### src/rtl/uart_cmd_decoder.sv
// Decodes SOF/CMD/ARG/CHK byte frames into checked commands. cmd_valid rises 1 cycle after CHK.
// rx_ready drops while a decoded command waits in HOLD, so the uart stalls until cmd_ready.
`timescale 1ns/1ps
module uart_cmd_decoder #(
  parameter int unsigned TIMEOUT_CYCLES = 5_000_000,
  parameter logic [7:0]  SOF_BYTE       = 8'h23
) (
  input  logic       clk,
  input  logic       reset,
  input  logic [7:0] rx_data,
  input  logic       rx_valid,
  output logic       rx_ready,
  output logic [7:0] cmd,
  output logic [7:0] arg,
  output logic       cmd_valid,
  input  logic       cmd_ready,
  output logic       frame_err,
  output logic [7:0] err_count
);

  typedef enum logic [2:0] {
    IDLE,
    GET_CMD,
    GET_ARG,
    GET_CHK,
    HOLD
  } state_t;

  localparam logic [22:0] GAP_LAST = 23'(TIMEOUT_CYCLES - 1);

  state_t      state_q, state_d;
  logic        rx_ready_q, rx_ready_d;
  logic        cmd_valid_q, cmd_valid_d;
  logic        frame_err_q, frame_err_d;
  logic [7:0]  err_count_q, err_count_d;
  logic [7:0]  cmd_q, cmd_d;
  logic [7:0]  arg_q, arg_d;
  logic [7:0]  cmd_buf_q, cmd_buf_d;
  logic [7:0]  arg_buf_q, arg_buf_d;
  logic [22:0] gap_q, gap_d;

  logic accept;
  logic in_frame;
  logic timeout;
  logic err_pulse;

  assign accept   = rx_valid & rx_ready_q;
  assign in_frame = (state_q == GET_CMD) || (state_q == GET_ARG) || (state_q == GET_CHK);
  // An accepted byte on the threshold cycle beats the timeout.
  assign timeout  = in_frame && !accept && (gap_q == GAP_LAST);

  always_comb begin
    state_d   = state_q;
    cmd_d     = cmd_q;
    arg_d     = arg_q;
    cmd_buf_d = cmd_buf_q;
    arg_buf_d = arg_buf_q;
    err_pulse = 1'b0;
    gap_d     = 23'd0;

    if (in_frame && !accept && !timeout) begin
      gap_d = gap_q + 23'd1;
    end

    case (state_q)
      IDLE: begin
        if (accept && (rx_data == SOF_BYTE)) begin
          state_d = GET_CMD;
        end
      end
      GET_CMD: begin
        if (accept) begin
          cmd_buf_d = rx_data;
          state_d   = GET_ARG;
        end
      end
      GET_ARG: begin
        if (accept) begin
          arg_buf_d = rx_data;
          state_d   = GET_CHK;
        end
      end
      GET_CHK: begin
        if (accept) begin
          if (rx_data == (cmd_buf_q ^ arg_buf_q)) begin
            cmd_d   = cmd_buf_q;
            arg_d   = arg_buf_q;
            state_d = HOLD;
          end else begin
            err_pulse = 1'b1;
            state_d   = IDLE;
          end
        end
      end
      HOLD: begin
        if (cmd_valid_q && cmd_ready) begin
          state_d = IDLE;
        end
      end
      default: begin
        state_d = IDLE;
      end
    endcase

    if (timeout) begin
      err_pulse = 1'b1;
      state_d   = IDLE;
    end

    err_count_d = (err_pulse && (err_count_q != 8'hFF)) ? err_count_q + 8'd1 : err_count_q;
    rx_ready_d  = (state_d != HOLD);
    cmd_valid_d = (state_d == HOLD);
    frame_err_d = err_pulse;
  end

  always_ff @(posedge clk or posedge reset) begin
    if (reset) begin
      state_q     <= IDLE;
      rx_ready_q  <= 1'b0;
      cmd_valid_q <= 1'b0;
      frame_err_q <= 1'b0;
      err_count_q <= 8'd0;
      cmd_q       <= 8'd0;
      arg_q       <= 8'd0;
      cmd_buf_q   <= 8'd0;
      arg_buf_q   <= 8'd0;
      gap_q       <= 23'd0;
    end else begin
      state_q     <= state_d;
      rx_ready_q  <= rx_ready_d;
      cmd_valid_q <= cmd_valid_d;
      frame_err_q <= frame_err_d;
      err_count_q <= err_count_d;
      cmd_q       <= cmd_d;
      arg_q       <= arg_d;
      cmd_buf_q   <= cmd_buf_d;
      arg_buf_q   <= arg_buf_d;
      gap_q       <= gap_d;
    end
  end

  assign rx_ready  = rx_ready_q;
  assign cmd       = cmd_q;
  assign arg       = arg_q;
  assign cmd_valid = cmd_valid_q;
  assign frame_err = frame_err_q;
  assign err_count = err_count_q;

endmodule

### config.mk
export PLATFORM = sky130hd
export DESIGN_NAME = uart_cmd_decoder
export DESIGN_NICKNAME = d
export VERILOG_FILES = /design/src/rtl/uart_cmd_decoder.sv
export SDC_FILE = /design/constraint.sdc
export NUM_CORES = 1
export LEC_CHECK = 0
export BUFFER_PORTS_ARGS = -buffer_cell sky130_fd_sc_hd__buf_2
export CORE_MARGIN = 2
export CORE_UTILIZATION = 52
export DETAILED_ROUTE_END_ITERATION = 16
export PLACE_DENSITY = 0.75
export SLEW_MARGIN = 20
export SYNTH_ARGS = -nofsm -noshare
export SYNTH_HDL_FRONTEND = slang
export SYNTH_SLANG_ARGS = --single-unit
### constraint.sdc
create_clock -name clk -period 2.6 [get_ports clk]
set_clock_uncertainty 0.05 [all_clocks]
set_input_delay 0.78 -clock clk [delete_from_list [all_inputs] [get_ports clk]]
set_output_delay 0.78 -clock clk [all_outputs]
set_load 0.01 [all_outputs]
==> results.json <==
{
  "htreeDepth": 3,
  "core_um2": 5990,
  "ys_warn_count": 0,
  "via_count": 2212,
  "syn_area_um2": 3280,
  "yosys-top-cells-area": "dfrtp_1, mux2_2, xnor3_1",
  "clk_pin_slew_worst_paths_ns": 0.07,
  "placed_area_um2": 3700,
  "combPwrFrac": 0.293,
  "vdd_ir_drop_max_v": 0.000705,
  "yosys.area_share.adder": 0.00764,
  "max-slew-margin-rel": 0.733,
  "synth_edf_count": 0,
  "worstSetupPathType": "reg -> reg",
  "switching_power_uw": 961,
  "grt_pass1_vias": 2139,
  "n_antenna_cell": 0,
  "intPower_mw": 2.34,
  "port_buffers": 38,
  "drtIter0Drc": 108,
  "synth_area_leader_cell": "dfrtp_1",
  "die_y_um": 83.4,
  "cts_hold_buf": 0,
  "timing.rr.start": "gap_q[18]$_DFF_PP0_",
  "synth_nets": 287,
  "timing.final.crit_share": 0.910,
  "synth-xor-area-share": 0.119,
  "cts_setup_buffers": 0,
  "startpoint_type": "register",
  "drcViolationCount": 0,
  "cts_buffers": 9,
  "dieArea_um2": 6950,
  "synth.top_cell.area_share": 0.527,
  "swShare": 0.292,
  "grt_use_total": 0.179,
  "clk_latency_ns": 0.33,
  "cts_tree": "built",
  "final_nets": 346,
  "synth_area_per_cell_um2": 12.0,
  "num_io_pins": 39,
  "met1_usage": 0.247,
  "ff2ff_path_depth": 5,
  "crit_start": "gap_q[18]$_DFF_PP0_",
  "seq_power_share": 0.453,
  "endpoint_kind": "register",
  "cp.required_ns": 2.77,
  "drv_cap": 0,
  "setup_viol": 0,
  "path_max_fanout": 9,
  "fin_util": 0.650,
  "grt_overflow": 0,
  "grt_max_degree": 70,
  "initial_core_util": 0.547,
  "antenna_found_initial": 0,
  "wl_um": 5850,
  "r2r_slack_ns": 0.23,
  "synth_compound_area_frac": 0.0435,
  "report.final.slew_viol_count": 0,
  "synthCells": 273,
  "wl_per_cell_um": 14.2,
  "yosysUniqueCellTypes": 38,
  "use_met2": 0.279,
  "hpwl_um": 4100,
  "grt_use_met3": 0.0567,
  "routed_via_density": 5.38,
  "ys_ff_latch": 69,
  "synth-simple-area-share": 0.158,
  "clkSinkCount": 69,
  "cts_buffer_depth": 2,
  "min_period_ns": 2.37,
  "synthArstFlopShare": 1.00,
  "ctsRootBufferMaster": "clkbuf_8",
  "r2r-end": "err_count[1]$_DFFE_PP0P_",
  "dr.pass1.iters": 4,
  "max_freq_mhz": 423,
  "muxShareOfSynthArea": 0.127,
  "leakagePower_nw": 1.82,
  "floorplan.rows": 28,
  "stdcell_area_um2": 3890,
  "place_congestion": 0.811,
  "seq_area_frac_synth": 0.527,
  "min_path_type": "reg -> reg",
  "layout_common_cells": "dfrtp_1, buf_2, nor2_1, mux2_2, nand2_1",
  "setup.worst_path.end": "err_count[1]$_DFFE_PP0P_",
  "rsz0062_at_grt": "no",
  "die_x_um": 83.4,
  "power.density_nw_per_um2": 847,
  "worstMarginPinSlew_ns": 0.401,
  "drive_gt1_frac": 0.333,
  "cts-resized-gates": 0,
  "synth_top_family_by_area": "simple AND/OR/NAND/NOR gates",
  "layout_commonest_cell": "dfrtp_1",
  "clock_power_share": 0.254,
  "grt_pass1_wl_um": 10000,
  "antenna_left": 0,
  "fillers": 447,
  "ys.flop_type": "dfrtp_1",
  "status": "completed",
  "gr-max-usage-layer": "met2",
  "synthToLayoutAreaGrowth_pct": 18.9,
  "hold_viol_final": 0,
  "arrival_ns": 2.53
}
-- critical path, cell delays in order (launching register included) --
cell and delay (ns):
dfrtp_1 0.42, nand2_1 0.10, or4_1 0.49, or4_4 0.56
a21oi_1 0.27, mux2_2 0.36
-- cell usage after synthesis, types with 3 or more instances --
library cell   n
nor2_1        30
or3_1          3
dfrtp_1       69
nand3_1       14
nor4_1         6
clkbuf_1       5
nor3_1        11
xor2_1         7
mux2_1         7
inv_1          6
mux2_2        30
nand2b_1       3
a21oi_1        6
nand2_1       20
xnor2_1       17
and4_1         3
xnor3_1        8
-- worst min-delay path by stage --
stage	from	to	slack (ns)	cells after the start
after global routing	cmd[2]$_DFFE_PP0P_	cmd[2]$_DFFE_PP0P_	0.47	1
after floorplan	gap_q[0]$_DFF_PP0_	gap_q[0]$_DFF_PP0_	0.43	1
after CTS	arg[7]$_DFFE_PP0P_	arg[7]$_DFFE_PP0P_	0.46	1
after global placement	cmd[7]$_DFFE_PP0P_	cmd[7]$_DFFE_PP0P_	0.44	1
after detailed placement	arg[7]$_DFFE_PP0P_	arg[7]$_DFFE_PP0P_	0.44	1
final	cmd[2]$_DFFE_PP0P_	cmd[2]$_DFFE_PP0P_	0.45	1
-- registers in the layout, indices dropped and copies added, names as in the netlist, 3 cells and up --
register   flops
state_q        3
err_count      8
arg_buf_q      8
arg            8
gap_q         23
cmd_buf_q      8
cmd            8
-- metrics by stage --
| step | hold slack (ns) | setup TNS (ns) | std cells | setup WS [ns] | power, mW |
|---|---|---|---|---|---|
| after floorplan | 0.426 | 0 | 273 | 0.00709 | 2.18 |
| after global placement | 0.436 | -0.0151 | 396 | -0.00947 | 2.46 |
| after detailed placement | 0.440 | -0.315 | 396 | -0.0427 | 2.48 |
| final | 0.453 | 0 | 411 | 0.235 | 3.30 |
| after CTS | 0.457 | 0 | 411 | 0.235 | 3.34 |
| after global routing | 0.470 | 0 | 411 | 0.126 | 3.50 |
-- power by group through the flow --
stage / combinational [mW] / clock, mW / sequential [mW]
floorplan: 0.697 / 0 / 1.48
global placement: 0.954 / 0 / 1.50
detailed placement: 0.972 / 0 / 1.51
CTS: 0.979 / 0.864 / 1.49
global route: 1.05 / 0.921 / 1.53
finish: 0.965 / 0.838 / 1.49
-- cell type report --
cell class | instances | area, µm² | share of cell area
Sequential cell | 69 | 1730 | 0.443
Inverter | 6 | 22.5 | 0.00578
Timing Repair Buffer | 55 | 343 | 0.0880
Tap cell | 75 | 93.8 | 0.0241
Multi-Input combinational cell | 191 | 1520 | 0.390
Clock inverter | 4 | 48.8 | 0.0125
Clock buffer | 11 | 141 | 0.0363
-- cells by family (layout without fill, tap and decap cells) --
group	count (synthesis)	count (layout)
simple gates	102	102
mux	37	37
compound gates	18	18
fa+ha+maj	2	2
xor+xnor	32	32
flops	69	69
buf+inv	13	76
-- metal layers --
metal,vias up,part of all wire
met1,1069,0.48
met3,6,0.049
met2,46,0.46
met4,0,0.0082
li1,1091,-
met5,-,0
Note: power is estimated with default switching activity, not from simulation.
